$ cat src/rtl/multi_pwm_motor_ctrl_pkg.sv
`default_nettype none
// ============================================================================
// Module      : multi_pwm_motor_ctrl_pkg
// Description : Shared types and default constants for the multi-channel
//               PWM motor controller (channel FSM states, parameter defaults).
// Revision    : 1.0 - initial release
// ============================================================================
package multi_pwm_motor_ctrl_pkg;

    // Default build-time configuration of the controller
    localparam int c_DEF_N_CH     = 2;
    localparam int c_DEF_CNT_W    = 4;
    localparam int c_DEF_PRESCALE = 10;
    localparam int c_DEF_PERIOD   = 10;
    localparam int c_DEF_RAMP_PER = 4;

    // Per-channel motor state
    typedef enum logic [1:0] {
        ST_IDLE      = 2'd0,
        ST_RAMP_UP   = 2'd1,
        ST_RUN       = 2'd2,
        ST_RAMP_DOWN = 2'd3
    } pwm_state_t;

endpackage : multi_pwm_motor_ctrl_pkg
`default_nettype wire

$ cat src/rtl/multi_pwm_motor_ctrl_channel.sv
`default_nettype none
// ============================================================================
// Module      : pwm_channel
// Description : One PWM motor channel: clamped target register, soft-start /
//               soft-stop duty ramp driven by the shared ramp strobe, state
//               machine and registered PWM output compare.
// Revision    : 1.0 - initial release
// ============================================================================
module pwm_channel
    import multi_pwm_motor_ctrl_pkg::*;
#(
    parameter int CNT_W  = c_DEF_CNT_W,
    parameter int PERIOD = c_DEF_PERIOD
) (
    input  logic             clk,
    input  logic             rst,
    input  logic             run,
    input  logic [CNT_W-1:0] duty_in,
    input  logic             duty_we,
    input  logic             rs,
    input  logic [CNT_W-1:0] period_cnt,
    output logic             pwm,
    output logic             at_target,
    output logic             active
);

    localparam logic [CNT_W-1:0] c_PERIOD = CNT_W'(PERIOD);

    pwm_state_t       r_state;
    pwm_state_t       w_state_nxt;
    logic [CNT_W-1:0] r_target;
    logic [CNT_W-1:0] r_cur;
    logic [CNT_W-1:0] w_eff;
    logic [CNT_W-1:0] w_duty_clamped;
    logic             r_pwm;

    // Anything above a full period is simply 100 % duty
    assign w_duty_clamped = (duty_in > c_PERIOD) ? c_PERIOD : duty_in;

    // A stopped channel always heads for zero, whatever its stored target
    assign w_eff = run ? r_target : '0;

    // Target register; a write coincident with a ramp step only takes effect
    // after that step, since the step below reads the registered value
    always_ff @(posedge clk or posedge rst) begin
        if (rst) begin
            r_target <= '0;
        end else if (duty_we) begin
            r_target <= w_duty_clamped;
        end
    end

    // Current duty walks one count per ramp strobe toward the effective target
    always_ff @(posedge clk or posedge rst) begin
        if (rst) begin
            r_cur <= '0;
        end else if (rs) begin
            if (r_cur < w_eff) begin
                r_cur <= r_cur + 1'b1;
            end else if (r_cur > w_eff) begin
                r_cur <= r_cur - 1'b1;
            end
        end
    end

    // State register
    always_ff @(posedge clk or posedge rst) begin
        if (rst) begin
            r_state <= ST_IDLE;
        end else begin
            r_state <= w_state_nxt;
        end
    end

    // Next-state decode; outside IDLE the state just tracks where the duty is
    // heading relative to the effective target
    always_comb begin
        w_state_nxt = r_state;
        case (r_state)
            ST_IDLE: begin
                if (run && (r_target != '0)) begin
                    w_state_nxt = ST_RAMP_UP;
                end
            end
            default: begin
                if ((r_cur == '0) && (w_eff == '0)) begin
                    w_state_nxt = ST_IDLE;
                end else if (!run) begin
                    w_state_nxt = ST_RAMP_DOWN;
                end else if (r_cur == w_eff) begin
                    w_state_nxt = ST_RUN;
                end else if (w_eff > r_cur) begin
                    w_state_nxt = ST_RAMP_UP;
                end else begin
                    w_state_nxt = ST_RAMP_DOWN;
                end
            end
        endcase
    end

    // Registered PWM compare; duty PERIOD exceeds every count so stays high
    always_ff @(posedge clk or posedge rst) begin
        if (rst) begin
            r_pwm <= 1'b0;
        end else begin
            r_pwm <= (r_state != ST_IDLE) && (r_cur > period_cnt);
        end
    end

    assign pwm       = r_pwm;
    assign at_target = (r_cur == w_eff);
    assign active    = (r_state != ST_IDLE);

endmodule : pwm_channel
`default_nettype wire

$ cat src/rtl/multi_pwm_motor_ctrl.sv
`default_nettype none
// ============================================================================
// Module      : multi_pwm_motor_ctrl
// Description : N-channel PWM motor controller. Owns the shared prescaler,
//               PWM period counter and ramp-step counter; each channel is an
//               independent pwm_channel instance.
// Revision    : 1.0 - initial release
// ============================================================================
module multi_pwm_motor_ctrl
    import multi_pwm_motor_ctrl_pkg::*;
#(
    parameter int N_CH     = c_DEF_N_CH,
    parameter int CNT_W    = c_DEF_CNT_W,
    parameter int PRESCALE = c_DEF_PRESCALE,
    parameter int PERIOD   = c_DEF_PERIOD,
    parameter int RAMP_PER = c_DEF_RAMP_PER
) (
    input  logic                  clk,
    input  logic                  rst,
    input  logic [N_CH-1:0]       run,
    input  logic [N_CH*CNT_W-1:0] duty_in,
    input  logic [N_CH-1:0]       duty_we,
    output logic [N_CH-1:0]       pwm,
    output logic [N_CH-1:0]       at_target,
    output logic [N_CH-1:0]       active
);

    localparam int c_PRE_W  = (PRESCALE > 1) ? $clog2(PRESCALE) : 1;
    localparam int c_RAMP_W = (RAMP_PER > 1) ? $clog2(RAMP_PER) : 1;

    localparam logic [c_PRE_W-1:0]  c_PRE_LAST    = c_PRE_W'(PRESCALE - 1);
    localparam logic [CNT_W-1:0]    c_PERIOD_LAST = CNT_W'(PERIOD - 1);
    localparam logic [c_RAMP_W-1:0] c_RAMP_LAST   = c_RAMP_W'(RAMP_PER - 1);

    logic [c_PRE_W-1:0]  r_pre_cnt;
    logic [CNT_W-1:0]    r_period_cnt;
    logic [c_RAMP_W-1:0] r_ramp_cnt;
    logic                w_tick;
    logic                w_pb;
    logic                w_rs;

    assign w_tick = (r_pre_cnt == c_PRE_LAST);
    assign w_pb   = w_tick && (r_period_cnt == c_PERIOD_LAST);
    assign w_rs   = w_pb && (r_ramp_cnt == c_RAMP_LAST);

    // Free-running clk prescaler producing the PWM count tick
    always_ff @(posedge clk or posedge rst) begin
        if (rst) begin
            r_pre_cnt <= '0;
        end else if (w_tick) begin
            r_pre_cnt <= '0;
        end else begin
            r_pre_cnt <= r_pre_cnt + 1'b1;
        end
    end

    // Shared PWM period counter, one count per tick
    always_ff @(posedge clk or posedge rst) begin
        if (rst) begin
            r_period_cnt <= '0;
        end else if (w_tick) begin
            if (r_period_cnt == c_PERIOD_LAST) begin
                r_period_cnt <= '0;
            end else begin
                r_period_cnt <= r_period_cnt + 1'b1;
            end
        end
    end

    // Counts period boundaries; its wrap is the duty ramp step strobe
    always_ff @(posedge clk or posedge rst) begin
        if (rst) begin
            r_ramp_cnt <= '0;
        end else if (w_pb) begin
            if (r_ramp_cnt == c_RAMP_LAST) begin
                r_ramp_cnt <= '0;
            end else begin
                r_ramp_cnt <= r_ramp_cnt + 1'b1;
            end
        end
    end

    for (genvar k = 0; k < N_CH; k++) begin : g_ch
        pwm_channel #(
            .CNT_W  (CNT_W),
            .PERIOD (PERIOD)
        ) u_channel (
            .clk        (clk),
            .rst        (rst),
            .run        (run[k]),
            .duty_in    (duty_in[k*CNT_W +: CNT_W]),
            .duty_we    (duty_we[k]),
            .rs         (w_rs),
            .period_cnt (r_period_cnt),
            .pwm        (pwm[k]),
            .at_target  (at_target[k]),
            .active     (active[k])
        );
    end

endmodule : multi_pwm_motor_ctrl
`default_nettype wire
$ cat config.mk
export PLATFORM = sky130hd
export DESIGN_NAME = multi_pwm_motor_ctrl
export DESIGN_NICKNAME = d
export VERILOG_FILES = /design/src/rtl/multi_pwm_motor_ctrl_pkg.sv /design/src/rtl/multi_pwm_motor_ctrl_channel.sv /design/src/rtl/multi_pwm_motor_ctrl.sv
export SDC_FILE = /design/constraint.sdc
export NUM_CORES = 1
export LEC_CHECK = 0
export ABC_CLOCK_PERIOD_IN_PS = 2500
export BUFFER_PORTS_ARGS = -buffer_cell sky130_fd_sc_hd__buf_4
export CAP_MARGIN = 20
export CORE_ASPECT_RATIO = 1.5
export CORE_MARGIN = 2
export CORE_UTILIZATION = 53
export DETAILED_ROUTE_END_ITERATION = 16
export PLACE_DENSITY = 0.83
export SYNTH_ARGS = -nofsm -noshare
export SYNTH_HDL_FRONTEND = slang
export SYNTH_SLANG_ARGS = --single-unit
export TNS_END_PERCENT = 50
$ cat constraint.sdc
create_clock -name clk -period 2.5 [get_ports clk]
set_clock_uncertainty 0.1 [all_clocks]
set_input_delay 0.25 -clock clk [delete_from_list [all_inputs] [get_ports clk]]
set_output_delay 0.25 -clock clk [all_outputs]
set_load 0.05 [all_outputs]
==> metrics.txt <==
max_cap viols=0; DR WL/cell=between 10 and 15 microns; # DRC=0; Clk pin slew, worst setup/hold paths=roughly 0.070 ns; Post-synth EDFFs=0; worst endpoint required time=2.56 ns; leakage power=0.00127 uW; maximum clock insertion buffer count=2; Iter 0 DRT Violations=22; clock buffer count from CTS=5; Post-synth ARST share=100%; CP max stage delay=0.36 ns; GRT Overall Usage=21.2%; RSZ-0062 raised after global routing=true; total congestion overflow=0; Detail Route Antenna Nets=0; Synth Instances=210; synthesized area per cell=9.76 sq um; CP Max Fanout=3; Seq/Total Area, Yosys=39.1%; initial antenna violation count=0; Worst Setup End Kind=flop; count of pins over their slew limit=0; global-route wire length before repair=approximately 6700 microns; crit-path cells=nand2_1 -> ha_1 -> nor2b_4 -> o211ai_1 -> and2_4 -> inv_4 -> ha_4 -> a21o_1 -> a21oi_2 -> a211oi_2 -> a221oi_2 -> o31ai_1; Final setup viols=0; Synth Cell Area=approximately 0.0020 sq mm; CTS tree=done; Max IR drop VDD=0.000405 V; Crit Path Class=flop to flop; critical path launch point type=flop; Total Nets Final=289; Max Clk Rate=between 400 and 500 MHz; CTS root buf=clkbuf_8; IO Count=20; initial core utilization=55.7%; die area=0.00439 sq mm; TNS Setup=0 ns; core area=0.00368 sq mm; via count=about 1600; CTS H-tree lvls=2; pre-CTS WS=-0.0871 ns; number of global-route vias before repair=1551; CP max-delay cell=dfrtp_1; Yosys reg bits=32; number of distinct library cells after synthesis=38; Power Total=1150 uW; clk_lat worst skew=0.29 ns; final worst path period share=about 99%; arrival time at the worst endpoint=2.54 ns; Hold Crit Class=primary input to flop; dpl hpwl=just under 3000 microns; Slew headroom=73.5%; Final Hold Fails=0; Die Ht=80.2 microns; Main synth FF type=dfrtp_1; DRT Pass-1 Iters=4; Placer Congestion=0.807; GR peak layer=met2; hold_ws=0.0648 ns; warnings from Yosys=0; Die X=54.8 microns; share of layout cells above drive strength 1=between 30% and 40%; syn nets=247; status=finished, final reports clean; Cell Rows=27; clk sinks=32; vias per cell=5.46; worst setup margin=0.0189 ns; routing usage on met1=25.7%; met3 usage=4.46%; Worst-Margin Slew=between 0.3 and 0.4 ns; WL final=4050 microns; Syn-to-layout area delta=25.5%; PortBufs=19; M2 GR Usage=a little over a third; post-layout min period=around 2.5 ns; largest net degree at the start of global routing=33; Ant. Diodes=0; Power per Cell Area=445 mW/mm^2
==> power by group <==
| group | total (uW) | internal [uW] | switching, uW | leakage (uW) |
|---|---|---|---|---|
| Combinational | 199 | 101 | 97.7 | 0.000824 |
| Clock | 403 | 219 | 184 | 0.0000510 |
| Sequential | 544 | 534 | 9.91 | 0.000390 |
==> repair_timing <==
item                       in CTS  in global routing
hold buffers                    1                  0
setup endpoints to repair       2                  3
resized for setup               5                 15
pin swaps                       8                 15
hold endpoints to repair       32                  0
setup buffers                   1                  3
==> cells by family (layout without fill, tap and decap cells) <==
family | after synthesis | after routing | synth area share, %
fa+ha+maj | 23 | 23 | 14.8
compound gates | 51 | 51 | 16.0
simple gates | 64 | 64 | 17.8
mux | 5 | 5 | 2.69
xor+xnor | 9 | 9 | 3.85
buf+inv | 26 | 69 | 5.86
flops | 32 | 32 | 39.1
==> final timing paths <==
path                       cells after the start                          start  slack, ns                             to
max                                           12  g_ch[1].u_channel.r_target[1]       0.02     g_ch[1].u_channel.r_cur[3]
min reg2reg                                    1                r_period_cnt[2]       0.40                r_period_cnt[2]
min                                            2                     duty_in[3]       0.06  g_ch[0].u_channel.r_target[2]
min in group asynchronous                      4                            rst       0.50  g_ch[0].u_channel.r_target[0]
max reg2reg                                   12  g_ch[1].u_channel.r_target[1]       0.02     g_ch[1].u_channel.r_cur[3]
max in group asynchronous                      4                            rst       1.50   g_ch[1].u_channel.r_state[0]
==> synth_stat cells, types with 2 or more instances <==
cell type  number  area share [%]
a211oi_1        2            0.73
a21o_1          5             1.8
a21oi_1        14             3.4
a221oi_2        2             1.5
a31oi_1         2            0.61
and2_1          6             1.8
and2_2          2            0.73
and4_1          2            0.85
buf_4           6             2.2
clkbuf_1        2            0.37
dfrtp_1        32              39
fa_1            2             2.0
ha_1           21              13
inv_1          18             3.3
mux2_2          4             2.2
nand2_1        21             3.8
nand2_2         2            0.61
nand2b_1        3            0.92
nand3_1         3            0.73
nand4_1         2            0.61
nor2_1          6             1.1
nor2b_1         6             1.8
nor3_1          2            0.49
o211ai_1        2            0.73
o21ai_0        16             3.9
o31ai_1         4             1.5
o41a_1          2             1.1
or2_2           2            0.61
or4_1           2            0.73
xnor2_1         9             3.8
==> registers in the layout, summed over array words and instances, names as in the netlist <==
| register | count |
|---|---|
| g_ch.u_channel.r_target | 8 |
| r_ramp_cnt | 2 |
| g_ch.u_channel.pwm | 2 |
| r_period_cnt | 4 |
| r_pre_cnt | 4 |
| g_ch.u_channel.r_cur | 8 |
| g_ch.u_channel.r_state | 4 |
==> final cells by class <==
| class | instances | area (sq um) |
|---|---|---|
| Fill cell | 274 | 1110 |
| Inverter | 18 | 72.6 |
| Clock buffer | 6 | 82.6 |
| Multi-Input combinational cell | 152 | 1230 |
| Tap cell | 43 | 53.8 |
| Clock inverter | 2 | 10.0 |
| Timing Repair Buffer | 43 | 325 |
| Sequential cell | 32 | 801 |
==> metal layers <==
metal / routed length [microns] / part of all wire [%] / vias up
met5: 0 / 0 / -
met4: 68 / 1.7 / 0
met3: 82 / 2.0 / 7
met2: 2180 / 54 / 13
met1: 1720 / 43 / 774
li1: - / - / 821
==> metrics by stage <==
step                      utilization (%)  instances  instance area, sq um
after floorplan                         -        210                  2060
after global placement               63.7        283                  2340
after detailed placement             63.7        283                  2340
after CTS                            67.0        293                  2470
after global routing                 69.9        296                  2570
final                                69.9        296                  2570
==> critical path: cells and delay by family (launching register included) <==
| family | cells | cell delay [ns] |
|---|---|---|
| buffers and inverters | 1 | 0.04 |
| AND/OR/NAND/NOR | 3 | 0.41 |
| flip-flops | 1 | 0.36 |
| AO/OA/AOI/OAI | 6 | 0.92 |
| adder cells (fa/ha/maj) | 2 | 0.52 |
==> layout by cell type (no fill, tap or decap), types with 5 or more instances in the layout <==
master / netlist / layout
clkbuf_8: 0 / 6
ha_1: 21 / 19
nor2_1: 6 / 6
nand2_1: 21 / 21
dfrtp_1: 32 / 32
buf_4: 6 / 42
inv_1: 18 / 16
o21ai_0: 16 / 16
a21o_1: 5 / 5
a21oi_1: 14 / 10
xnor2_1: 9 / 9
No activity file was read; power rests on OpenSTA's default activity.
